**src/rtl/serial_modulo_n_fsm.sv**
```systemverilog
// rtl/serial_modulo_n_fsm.sv - serial MSB-first remainder/divisibility checker
// Tracks the number's value mod DIVISOR, DIGIT_W bits per accepted beat, with framing and a held result.
module serial_modulo_n_fsm #(
    parameter  int DIVISOR = 5,
    parameter  int DIGIT_W = 1,
    parameter  int CNT_W   = 16,
    localparam int REM_W   = $clog2(DIVISOR)
) (
    input  logic               clk,
    input  logic               rst,
    input  logic               in_valid,
    input  logic               in_first,
    input  logic               in_last,
    input  logic [DIGIT_W-1:0] in_digit,
    output logic [REM_W-1:0]   rem,
    output logic               div_by_n,
    output logic               out_valid,
    output logic               done,
    output logic [CNT_W-1:0]   digit_cnt
);

    localparam int EXT_W = REM_W + DIGIT_W;

    typedef enum logic [1:0] {
        IDLE,
        RUN,
        HOLD
    } state_t;

    state_t           r_state;
    logic [REM_W-1:0] r_rem;
    logic             r_out_valid;
    logic             r_done;
    logic [CNT_W-1:0] r_cnt;

    logic             w_restart;
    logic [REM_W-1:0] w_base;
    logic [EXT_W-1:0] w_ext;
    logic [EXT_W-1:0] w_mod;
    logic [REM_W-1:0] w_next_rem;
    logic [CNT_W-1:0] w_next_cnt;

    // Outside RUN every accepted beat begins a new number, even without in_first.
    assign w_restart = in_first || (r_state != RUN);
    assign w_base    = w_restart ? '0 : r_rem;

    // {base, digit} is base*2^DIGIT_W + digit at full width, so the reduction is exact.
    assign w_ext      = {w_base, in_digit};
    assign w_mod      = w_ext % EXT_W'(DIVISOR);
    assign w_next_rem = REM_W'(w_mod);

    assign w_next_cnt = w_restart     ? CNT_W'(1) :
                        (r_cnt == '1) ? r_cnt     :
                                        r_cnt + CNT_W'(1);

    always_ff @(posedge clk) begin
        if (rst) begin
            r_state     <= IDLE;
            r_rem       <= '0;
            r_out_valid <= 1'b0;
            r_done      <= 1'b0;
            r_cnt       <= '0;
        end else begin
            r_out_valid <= in_valid;
            r_done      <= in_valid && in_last;
            if (in_valid) begin
                r_rem   <= w_next_rem;
                r_cnt   <= w_next_cnt;
                r_state <= in_last ? HOLD : RUN;
            end
        end
    end

    assign rem       = r_rem;
    assign div_by_n  = (r_rem == '0);
    assign out_valid = r_out_valid;
    assign done      = r_done;
    assign digit_cnt = r_cnt;

endmodule

```
**config.mk**
```make
export PLATFORM = sky130hd
export DESIGN_NAME = serial_modulo_n_fsm
export DESIGN_NICKNAME = d
export VERILOG_FILES = /design/src/rtl/serial_modulo_n_fsm.sv
export SDC_FILE = /design/constraint.sdc
export NUM_CORES = 1
export LEC_CHECK = 0
export CORE_MARGIN = 4
export CORE_UTILIZATION = 40
export CTS_BUF_LIST = sky130_fd_sc_hd__clkbuf_8
export CTS_CLUSTER_SIZE = 8
export DETAILED_ROUTE_END_ITERATION = 8
export DONT_BUFFER_PORTS = 1
export PLACE_DENSITY = 0.61
export SYNTH_ARGS = -nofsm -noshare
export SYNTH_HDL_FRONTEND = slang
export SYNTH_SLANG_ARGS = --single-unit
```
**constraint.sdc**
```tcl
create_clock -name clk -period 3.64 [get_ports clk]
set_clock_uncertainty 0.05 [all_clocks]
set_input_delay 0.364 -clock clk [delete_from_list [all_inputs] [get_ports clk]]
set_output_delay 0.364 -clock clk [all_outputs]
set_load 0.03 [all_outputs]
```
* Word-level counts from Yosys, hierarchy flattened
Cells that the tools add are included.
** Cells by class
- Add/sub/neg operators :: 1
- Divide/modulo/power cells :: 1
- Equality and inequality tests :: 3
- Muxes and demuxes :: 4
- Reduce and logical (&&, ||, !) cells :: 4
** Operators with widths (number)
- two-way mux 16 bit :: 2
- adder 16 x 1 -> 16 bit (second input constant) :: 1
- equality test 16 bit (second input constant) :: 1
- remainder unit 4 x 3 -> 4 bit (second input constant) :: 1
- logical NOT 3 bit :: 1
- two-way mux 3 bit :: 1
- two-way mux 2 bit :: 1
- != test 2 x 1 -> 1 bit (second input constant) :: 1
- != test 2 bit (second input constant) :: 1
- AND reduction 2 bit :: 1
- logical AND 1 bit :: 1
- logical OR 1 bit :: 1
** Word-level totals
- Register bits after elaboration :: 23
- Input bits :: 6
- Output and inout port bits :: 22
- Logic and storage cells :: 18

* Depth between registers and ports, before layout
Gate-level depths: netlist of the first run.
- Depth after elaboration :: 4
- Gate-level depth with buffers :: 13
- Mapped depth without buffers :: 13

* Least setup slack after synthesis of the first run
OpenSTA, ideal clock, no wires.
- Path kind :: input to register
- Start :: input in_first
- End :: register r_rem[1] (netlist: rem[1])
- Library setup time :: 0.130 ns
- Arrival time :: 2.343 ns
- Required time :: 3.460 ns
- Slack :: 1.117 ns
- Cell stages on the path :: 12
- Path buffers :: 0
- Cell sequence :: nor3b_4 > nand2_1 > ha_1 > nor2_1 > nor3_1 > o21ai_0 > ha_1 > inv_1 > o21ai_0 > o21ai_0 > a41oi_1 > o31ai_1
** On the way
- Word-level cells in the longest chain between the ends :: 3
** Ends and longest elaborated chain
- start, declared :: line 12 : input logic in_first,
- logical OR 1 bit :: line 44 : assign w_restart = in_first || (r_state != RUN);
- two-way mux 3 bit :: line 45 : assign w_base = w_restart ? '0 : r_rem;
- remainder unit 4 x 3 -> 4 bit :: line 49 : assign w_mod = w_ext % EXT_W'(DIVISOR);
- end signal, assigned :: line 67 : r_rem <= w_next_rem;
- end, declared :: line 31 : logic [REM_W-1:0] r_rem;
No other way between the ends.
A chain may end at the register's enable or synchronous reset.

* Worst setup path in the final report of the first run
- Start :: register r_state[1]
- End :: register r_rem[1] (netlist: rem[1])
** On the way
- Word-level cells in the longest chain between the ends :: 4
** Ends and longest elaborated chain
- start, declared :: line 30 : state_t r_state;
- start signal, assigned :: line 69 : r_state <= in_last ? HOLD : RUN;
- != test 2 x 1 -> 1 bit :: line 44
- logical OR 1 bit :: line 44
- two-way mux 3 bit :: line 45
- remainder unit 4 x 3 -> 4 bit :: line 49
No other way between the ends.

==> qor.csv, run 1 <==
metric,value,unit
P_leak,0.4839,nW
"Cell Area, Synth",1323,um^2
Switch Pwr,101.3,uW
slew margin rel.,0.3941,
initial drt markers,30,
Tot GR Track Use,0.1340,
min-delay worst type,input pin to register,
TritonCTS buffer count,3,
post-route minimum period,2.923,ns
RSZ-0062 raised after global routing,false,
"commonest non-fill, non-tap cell in the layout",dfxtp_1,
crit path max fanout,9,
synth-to-layout area growth,5.298,%
initial antenna violation count,0,
antenna-violating nets left,0,
core area,3103,um^2
Hold Crit Depth,1,
Hold Startpoint,rst,
pin count of the biggest net entering global routing,22,
status,"complete, no violations",
# placed instances,188,
Port Buffers,0,
Critical R2R Launch,r_state[1],
# Max-Cap Violations,0,
"EDFF count, synth",0,
post-DR vias/cell,5.464,
crit path DAT,3.01,ns
total congestion overflow,0,
vias,1049,
setup bufs post-CTS,0,
Pint,340.7,uW
hold worst-path end,digit_cnt[1],
H-tree depth,1,
WL/cell,14.09,um
Rows,20,
CTS tree,built,
top cell type's share of synthesized area,0.3482,
critical path class,register to register,
root buffer cell,clkbuf_8,
syn nets,159,
clock slew seen by the registers of the worst setup and hold paths,0.08,ns
CTS hold repair buffers,0,
Worst R2R Path Depth,12,
Setup TNS,0,ns
"Top FF cell, synth",dfxtp_1,
Flop pwr share,0.603,
post-synthesis cell type count,45,
Critical path origin,r_state[1],
cell taking the most area after synthesis,dfxtp_1,
Placer Congestion,0.7772,
"Avg Cell Area, Syn",8.936,um^2
Max clock buf depth,2,
post-synthesis sequential area ratio,0.3482,
first-pass GRT wire length,4581,um
Worst-Margin Slew,0.9019,ns
number of global-route vias before repair,1020,
number of remaining DRC errors,0,
Mapped Cells,148,
P per Cell Area,317.4,nW/um^2
final setup vio count,0,
"Clk Latency, worst-skew pair",0.26,ns
layout cells sized above 1,0.1149,
total wire length,2705,um
initial core utilization,0.4262,
CP endpoint kind,register,
die footprint,4290,um^2
most frequent cells in the layout,"dfxtp_1, nor2_1, inv_1, nand2_1, xnor2_1",
max-slew violations,0,
nets,160,
ANT cells,0,
die height,65.50,um
Post-CTS Resized,0,
Peak VDD IR,0.1184,mV
required time of the critical path,3.73,ns
Post-DP HPWL,2073,um
Die Width,65.50,um
R2R Setup Slk,0.72,ns
WHS,0.1147,ns
synth top area cells,"dfxtp_1, xnor2_1, nor2_1",
Comb power frac,0.055,
Switching Share,0.2292,
num ports,28,
Sink Count,23,
register bit total from synthesis,23,
worst reg2reg path endpoint,rem[1],
power share of the clock group,0.342,
Max Clock Freq,0.3421,GHz
fin crit share,0.8031,
First-pass DRT Iterations,4,
total of warnings raised by yosys,0,
Final Hold Viols,0,
Finished Layout Cells,192,
Setup crit start kind,register,
ys async rst share,0,
[cell families (layout without fill, tap and decap cells)]
kind of cell / count (synthesis) / in the layout / synth area share
and+or+nand+nor: 62 / 62 / 0.2876
AOI/OAI and AO/OA: 31 / 31 / 0.1694
DFF: 23 / 23 / 0.3482
xor gates and xnor gates: 13 / 13 / 0.08609
buffers and inverters: 12 / 12 / 0.04541
adders and majority gates: 5 / 5 / 0.04730
muxes: 2 / 2 / 0.01608
[area by class of cell]
| class | count | area, um^2 |
|---|---|---|
| multi-input combinational | 113 | 802.0 |
| fill | 334 | 1710 |
| clock inverter | 1 | 3.754 |
| sequential | 23 | 460.4 |
| tap | 44 | 55.05 |
| inverter | 8 | 30.03 |
| clock buffer | 3 | 41.29 |
[worst max-delay path, stage by stage (launching register included)]
cell     delay (ns)
dfxtp_1        0.35
nor3b_4        0.38
nand2_1        0.14
ha_1           0.22
nor2_1         0.25
nor3_1         0.08
o21ai_0        0.36
ha_1           0.26
inv_1          0.04
o21ai_0        0.20
o21ai_0        0.16
a41oi_1        0.22
o31ai_1        0.09
[state kept, by name, summed over array words and instances (netlist names)]
register and count:
digit_cnt 16, done 1, out_valid 1, r_state 2, rem 3
[metal layers]
| metal | vias to the layer above | GRT usage | wire length (um) |
|---|---|---|---|
| met4 | 0 | 0.03886 | 11 |
| met3 | 2 | 0.04444 | 165 |
| met2 | 24 | 0.2187 | 1253 |
| met1 | 493 | 0.1674 | 1274 |
| met5 | - | 0 | 0 |
| li1 | 530 | - | - |
[power groups by stage]
stage | Combinational, mW | Sequential, mW | Clock (mW)
global route | 0.0275 | 0.267 | 0.168
floorplan | 0.0263 | 0.271 | 0
detailed placement | 0.0246 | 0.272 | 0
CTS | 0.0246 | 0.266 | 0.157
global placement | 0.0237 | 0.272 | 0
finish | 0.0244 | 0.266 | 0.151
[through the flow]
step	instance area (um^2)	power (mW)	worst slack, ns	utilization
6_report	1393	0.4420	0.7166	0.4488
5_1_grt	1393	0.4623	0.3528	0.4488
4_1_cts	1393	0.4484	0.7453	0.4488
3_5_place_dp	1348	0.2970	0.7815	0.4343
3_3_place_gp	1348	0.2961	0.9533	0.4343
2_1_floorplan	1323	0.2974	1.117	-
[cell usage after synthesis (2+ instances only)]
cell       instances
nor2_1            17
dfxtp_1           23
nor3_1             4
a31oi_1            2
clkbuf_1           2
nand2_1            9
a21oi_1            7
inv_1              8
nand2b_1           3
xnor2_1            8
o21ai_0            6
ha_1               5
buf_6              2
xor2_1             5
nand3_1            4
o2111ai_1          3
and4_4             2
nand4_1            7
and3_1             4
a211oi_1           2
[worst max-delay path by stage]
stage,to,slack (ns)
floorplan,rem[1],1.12
global placement,rem[1],0.95
detailed placement,rem[1],0.78
CTS,rem[1],0.75
global route,rem[1],0.35
finish,rem[1],0.72
Power figures use the tool's default switching activity.
==> run 2, diff against run 1 <==
--- a/config.mk
+++ b/config.mk
@@ -5,13 +5,14 @@
 export SDC_FILE = /design/constraint.sdc
 export NUM_CORES = 1
 export LEC_CHECK = 0
+export ABC_AREA = 1
 export CORE_MARGIN = 4
 export CORE_UTILIZATION = 40
 export CTS_BUF_LIST = sky130_fd_sc_hd__clkbuf_8
 export CTS_CLUSTER_SIZE = 8
 export DETAILED_ROUTE_END_ITERATION = 8
 export DONT_BUFFER_PORTS = 1
-export PLACE_DENSITY = 0.61
+export PLACE_DENSITY = 0.63
 export SYNTH_ARGS = -nofsm -noshare
 export SYNTH_HDL_FRONTEND = slang
 export SYNTH_SLANG_ARGS = --single-unit
==> constraint.sdc (replaced) <==
create_clock -name clk -period 2.6 [get_ports clk]
set_clock_uncertainty 0.05 [all_clocks]
set_input_delay 0.26 -clock clk [delete_from_list [all_inputs] [get_ports clk]]
set_output_delay 0.26 -clock clk [all_outputs]
set_load 0.03 [all_outputs]
==> run 2 against run 1 <==
Worst hold slack worse by 0.088 ns. Via count up 27%. Sequential share of layout area down 4.6 points. Core utilization up 6.5 points. Global-route usage up 2.6 points. Wire length up 23%. Largest cell class unchanged. Largest power group unchanged. Highest routed layer unchanged.
==> qor.csv, run 2 <==
metric,value,unit,change
total of warnings raised by yosys,0,,unchanged
num ports,28,,unchanged
Switch Pwr,170.1,uW,+68%
top cell type's share of synthesized area,0.3370,,-0.01116
Max Clock Freq,0.4187,GHz,+22%
post-route minimum period,2.388,ns,-0.5349 ns
Setup TNS,0,ns,unchanged
Crit-path slowest cell,dfxtp_1,,
clock slew seen by the registers of the worst setup and hold paths,0.08,ns,about the same
Placer Congestion,0.8096,,+4.2%
"commonest non-fill, non-tap cell in the layout",nand2_1,,
initial drt markers,113,,+280%
crit-path cells,inv_1 > nand4_1 > inv_1 > ha_1 > or2_2 > nand3_2 > o21ai_2 > nand2_1 > nand2_1 > ha_1 > or2_2 > nand3_2 > nand2_2 > nand2_1 > nand3_1 > a21oi_1,,
final setup vio count,0,,unchanged
pin count of the biggest net entering global routing,14,,-36%
utilization after layout,0.5135,,+0.06470
most frequent cells in the layout,"nand2_1, inv_1, dfxtp_1, buf_4, nor2_1",,
total power,658.6,uW,+49%
RSZ-0062 raised after global routing,false,,
antenna-violating nets left,0,,unchanged
Critical Path Most Common Cell,nand2_1,,
Peak VDD IR,0.2377,mV,+100%
post-synthesis sequential area ratio,0.3370,,-0.01116
Switching Share,0.2582,,+0.02905
Rows,20,,unchanged
slew margin rel.,0.7071,,+0.3130
core area,3153,um^2,+1.6%
syn nets,210,,+32%
Crit path buffers/inverters,2,,+1
Die Width,66.45,um,+1.4%
Crit path largest cell delay,0.34,ns,-0.04 ns
ys async rst share,0,,unchanged
max-slew violations,0,,unchanged
Sink Count,23,,unchanged
initial antenna violation count,0,,unchanged
Port Buffers,0,,unchanged
# Max-Cap Violations,0,,unchanged
synth-to-layout area growth,18.50,%,
Mapped Cells,199,,+34%
"Top FF cell, synth",dfxtp_1,,
"Avg Cell Area, Syn",6.866,um^2,-23%
"count leader, synth",nand2_1,,
P per Cell Area,406.8,nW/um^2,+28%
critical path class,register to register,,
first-pass GRT wire length,5561,um,+21%
die footprint,4415,um^2,+2.9%
H-tree depth,1,,unchanged
Comb power frac,0.101,,+0.046
cell taking the most area after synthesis,dfxtp_1,,
# fillers,323,,-3.3%
"Clk Latency, worst-skew pair",0.26,ns,about the same
Final Hold Viols,0,,unchanged
"Cell Area, Synth",1366,um^2,+3.3%
total wire length,3328,um,+23%
power share of the clock group,0.343,,about the same
post-DR vias/cell,4.993,,-8.6%
WL/cell,12.46,um,-12%
P_leak,0.6621,nW,+37%
min-delay worst type,input pin to register,,
Post-DP HPWL,2550,um,+23%
Flop pwr share,0.556,,-0.047
Setup crit start kind,register,,
register bit total from synthesis,23,,unchanged
Pint,488.6,uW,+43%
"EDFF count, synth",0,,unchanged
total congestion overflow,0,,unchanged
Post-synth top cells,"nand2_1, inv_1, dfxtp_1",,
# placed instances,259,,+38%
CP endpoint kind,register,,
number of global-route vias before repair,1259,,+23%
number of remaining DRC errors,0,,unchanged
crit path DAT,2.54,ns,-0.47 ns
Max clock buf depth,2,,unchanged
Tot GR Track Use,0.1598,,+0.02586
initial core utilization,0.4333,,+0.007124
fin crit share,0.9186,,+0.1155
synth top area cells,"dfxtp_1, nand2_1, inv_1",,
Finished Layout Cells,267,,+39%
Largest register FFs,16,,unchanged
status,"complete, no violations",,
nets,235,,+47%
vias,1333,,+27%
First-pass DRT Iterations,4,,unchanged
TritonCTS buffer count,3,,unchanged
layout cells sized above 1,0.1928,,+0.07796
root buffer cell,clkbuf_8,,
die height,66.45,um,+1.4%
post-synthesis cell type count,28,,-38%
CTS tree,built,,
required time of the critical path,2.75,ns,-0.98 ns
cell family with most CP delay,simple AND/OR/NAND/NOR gates,,
ANT cells,0,,unchanged
Worst-Margin Slew,0.4383,ns,-0.4636 ns
crit path max fanout,3,,-6
run 2: cell types whose count changed after synthesis, sizes merged, moves of 3 or more:
cell     before  now
nor3          5   12
o2111ai       3    0
and3          5    0
nand2         9   44
xnor2         8    0
nor2         18   22
a21oi         8   14
xor2          5    2
nand3         4   16
nand2b        3    0
o21ai         7   10
inv           8   31
run 2: metal layers:
layer,vias up,share of wire,track usage
met5,-,0,0
li1,695,-,-
met3,7,0.068,0.04422
met2,41,0.46,0.2615
met4,0,0.017,0.05330
met1,590,0.46,0.2004
run 2: area by class of cell:
| class | count | area [um^2] | area share |
|---|---|---|---|
| Tap cell | 44 | 55.05 | 0.03400 |
| Sequential cell | 23 | 460.4 | 0.2844 |
| Timing Repair Buffer | 23 | 177.7 | 0.1097 |
| Inverter | 31 | 116.4 | 0.07187 |
| Clock inverter | 1 | 5.005 | 0.003091 |
| Clock buffer | 3 | 41.29 | 0.02550 |
| Multi-Input combinational cell | 142 | 763.2 | 0.4714 |
run 2: power groups by stage:
stage | clock (mW) | combinational, mW | sequential (mW)
final | 0.226 | 0.0666 | 0.366
after global routing | 0.248 | 0.0737 | 0.367
after CTS | 0.230 | 0.0637 | 0.366
after floorplan | 0 | 0.0415 | 0.382
after detailed placement | 0 | 0.0616 | 0.375
after global placement | 0 | 0.0609 | 0.374
run 2: cell families (layout without fill, tap and decap cells):
logic type,after synthesis,in the layout,share of synthesized area
AND/OR/NAND/NOR,105,105,0.3663
buffers and inverters,34,58,0.1062
flip-flops,23,23,0.3370
XOR/XNOR,2,2,0.01282
AO/OA/AOI/OAI,30,30,0.1319
adder cells (fa/ha/maj),5,5,0.04579
run 2: path summary, 6_finish.rpt:
check | cells after the start | from | slack, ns | end
hold / removal | 1 | in_valid | 0.03 | r_state[0]
setup reg to reg | 16 | r_state[1] | 0.21 | rem[1]
setup / recovery | 16 | r_state[1] | 0.21 | rem[1]
hold reg to reg | 2 | r_state[1] | 0.42 | r_state[1]
run 2: what timing repair did:
| action | in CTS | in global routing |
|---|---|---|
| buffers inserted | 0 | 2 |
| hold endpoints to repair | 3 | 6 |
| hold buffers | 1 | 1 |
| resized for setup | 0 | 1 |
| endpoints found under the setup margin | 0 | 2 |
run 2: through the flow:
| step | setup WS [ns] | instance area [um^2] | hold WS (ns) |
|---|---|---|---|
| floorplan | 0.1883 | 1366 | 0.3039 |
| global placement | 0.2789 | 1535 | 0.2813 |
| detailed placement | 0.2039 | 1535 | 0.2833 |
| CTS | 0.1873 | 1592 | 0.001368 |
| global route | 0.004923 | 1619 | 0.007733 |
| finish | 0.2116 | 1619 | 0.02655 |
==> run 3, diff against run 2 <==
--- a/config.mk
+++ b/config.mk
@@ -12,6 +12,8 @@
 export CTS_CLUSTER_SIZE = 8
 export DETAILED_ROUTE_END_ITERATION = 8
 export DONT_BUFFER_PORTS = 1
+export GPL_ROUTABILITY_DRIVEN = 0
+export MAX_ROUTING_LAYER = met4
 export PLACE_DENSITY = 0.63
 export SYNTH_ARGS = -nofsm -noshare
 export SYNTH_HDL_FRONTEND = slang
==> run 3 against run 2 <==
Via count up 0.60%. Critical endpoint unchanged. Core utilization down 0.16 points. Highest routed layer unchanged. Combinational power about the same. Sequential cell count unchanged. Die area unchanged. Non-clock buffer count down 1. Setup slack worse by 0.025 ns. Total power down 1.1%.
==> qor.csv, run 3 (synthesized netlist as in run 2, its figures left out) <==
metric,value,unit,change
status,"complete, no violations",,
Critical R2R Launch,r_state[1],,
die height,66.45,um,unchanged
Die Width,66.45,um,unchanged
layout cells sized above 1,0.1937,,+0.0008686
CTS tree,built,,
Crit path largest cell delay,0.33,ns,about the same
hold worst-path end,r_state[0],,
WL/cell,12.47,um,about the same
P per Cell Area,403.6,nW/um^2,-0.78%
Hold Startpoint,in_valid,,
crit path DAT,2.57,ns,+0.03 ns
Tot GR Track Use,0.1668,,+0.006943
antenna-violating nets left,0,,unchanged
Post-DP HPWL,2545,um,-0.18%
total wire length,3316,um,-0.36%
first-pass GRT wire length,5582,um,+0.38%
Rows,20,,unchanged
fin crit share,0.9283,,+0.009627
Worst R2R Path Depth,16,,unchanged
post-DR vias/cell,5.041,,+0.98%
pre-CTS setup slack,0.1846,ns,-0.01932 ns
initial drt markers,111,,-1.8%
number of global-route vias before repair,1251,,-0.64%
power share of the clock group,0.336,,-0.007
R2R Setup Slk,0.19,ns,-0.03 ns
CP endpoint kind,register,,
vias,1341,,+0.60%
# placed instances,259,,unchanged
crit-path cells,inv_1 > nand4_1 > inv_1 > ha_1 > or2_2 > nand3_2 > o21ai_2 > nand2_1 > nand2_2 > ha_1 > or2_2 > nand3_2 > nand2_2 > nand2_1 > nand3_1 > a21oi_1,,
Flop pwr share,0.562,,+0.006
Port Buffers,0,,unchanged
nets,234,,-0.43%
initial core utilization,0.4333,,unchanged
post-route minimum period,2.413,ns,+0.02503 ns
max-slew violations,0,,unchanged
num ports,28,,unchanged
Max clock buf depth,2,,unchanged
ANT cells,0,,unchanged
Largest register FFs,16,,unchanged
Peak VDD IR,0.2136,mV,-10%
die footprint,4415,um^2,unchanged
Finished Layout Cells,266,,-0.37%
initial antenna violation count,0,,unchanged
Comb power frac,0.102,,about the same
worst reg2reg path endpoint,rem[1],,
"Clk Latency, worst-skew pair",0.27,ns,about the same
crit path max fanout,4,,+1
number of remaining DRC errors,0,,unchanged
clock slew seen by the registers of the worst setup and hold paths,0.08,ns,about the same
# Max-Cap Violations,0,,unchanged
Switching Share,0.2524,,-0.005820
synth-to-layout area growth,18.13,%,
total power,651.4,uW,-1.1%
Hold Crit Depth,1,,unchanged
TritonCTS buffer count,3,,unchanged
most frequent cells in the layout,"nand2_1, inv_1, dfxtp_1, nor2_1, buf_4",,
Final Hold Viols,0,,unchanged
Max Clock Freq,0.4143,GHz,-1.0%
Crit-path slowest cell,dfxtp_2,,
Switch Pwr,164.4,uW,-3.3%
final setup vio count,0,,unchanged
required time of the critical path,2.75,ns,about the same
Setup crit start kind,register,,
root buffer cell,clkbuf_8,,
min-delay worst type,input pin to register,,
H-tree depth,1,,unchanged
Pint,487.0,uW,-0.31%
Setup TNS,0,ns,unchanged
First-pass DRT Iterations,4,,unchanged
Sink Count,23,,unchanged
pin count of the biggest net entering global routing,13,,-1
Worst-Margin Slew,0.4350,ns,-0.003328 ns
"commonest non-fill, non-tap cell in the layout",nand2_1,,
slew margin rel.,0.7093,,+0.002224
critical path class,register to register,,
P_leak,0.6601,nW,-0.31%
core area,3153,um^2,unchanged
final setup margin,0.1865,ns,-0.02503 ns
total congestion overflow,0,,unchanged
[run 3: cell types whose count changed in the layout (fill, tap and decap cells not counted)]
cell,delta
inv_1,+1
dfxtp_1,-1
buf_4,-1
nand2_1,-1
clkinv_2,-1
dfxtp_2,+1
nand2_2,+1
[run 3: worst max-delay path: cells and delay by family (launching register included)]
kind	cells	cell delay [ns]
buffers and inverters	2	0.15
DFF	1	0.33
adders and majority gates	2	0.35
AOI/OAI and AO/OA	2	0.18
and+or+nand+nor	10	1.29
[run 3: how the worst max path moves through the flow]
stage	startpoint	endpoint	slack, ns	cells past startpoint
2_1_floorplan	rem[1]	rem[2]	0.19	13
3_3_place_gp	r_state[1]	rem[2]	0.28	16
3_5_place_dp	r_state[1]	rem[1]	0.18	17
4_1_cts	r_state[1]	rem[1]	0.17	17
5_1_grt	r_state[1]	rem[1]	-0.002	16
6_report	r_state[1]	rem[1]	0.19	16
[run 3: power by group through the flow]
stage	logic, mW	registers [mW]	clock network [mW]
floorplan	0.0415	0.382	0
global placement	0.0609	0.374	0
detailed placement	0.0616	0.375	0
CTS	0.0642	0.366	0.231
global route	0.0745	0.367	0.251
finish	0.0667	0.366	0.219
[run 3: cell type report]
| class | instances | area, um^2 |
|---|---|---|
| Clock inverter | 1 | 3.754 |
| Tap cell | 44 | 55.05 |
| Inverter | 31 | 116.4 |
| Fill cell | 346 | 1539 |
| Clock buffer | 3 | 41.29 |
| Multi-Input combinational cell | 142 | 765.7 |
| Timing Repair Buffer | 22 | 170.2 |
| Sequential cell | 23 | 461.7 |
[run 3: layer usage]
metal  share of wire  up-vias  global-route usage  routed length (um)
met5               0        -                   -                   0
met3           0.044        5             0.03401                 147
met2            0.45       18              0.2466                1493
met4           0.018        0             0.07614                  59
met1            0.49      624              0.2174                1615
li1                -      694                   -                   -
[run 3: metrics by stage]
| stage | utilization | instance area (um^2) | hold WS (ns) |
|---|---|---|---|
| final | 0.5119 | 1614 | 0.02822 |
| after global routing | 0.5119 | 1614 | 0.01488 |
| after CTS | 0.5044 | 1590 | 0.0003937 |
| after detailed placement | 0.4869 | 1535 | 0.2839 |
| after global placement | 0.4869 | 1535 | 0.2812 |
| after floorplan | - | 1366 | 0.3039 |
[run 3: what timing repair did]
item                                    CTS  global route
hold buffers                              1             1
endpoints found under the hold margin     5             4
gates resized for setup                   0             3
endpoints found under the setup margin    0             2
buffers inserted                          0             1
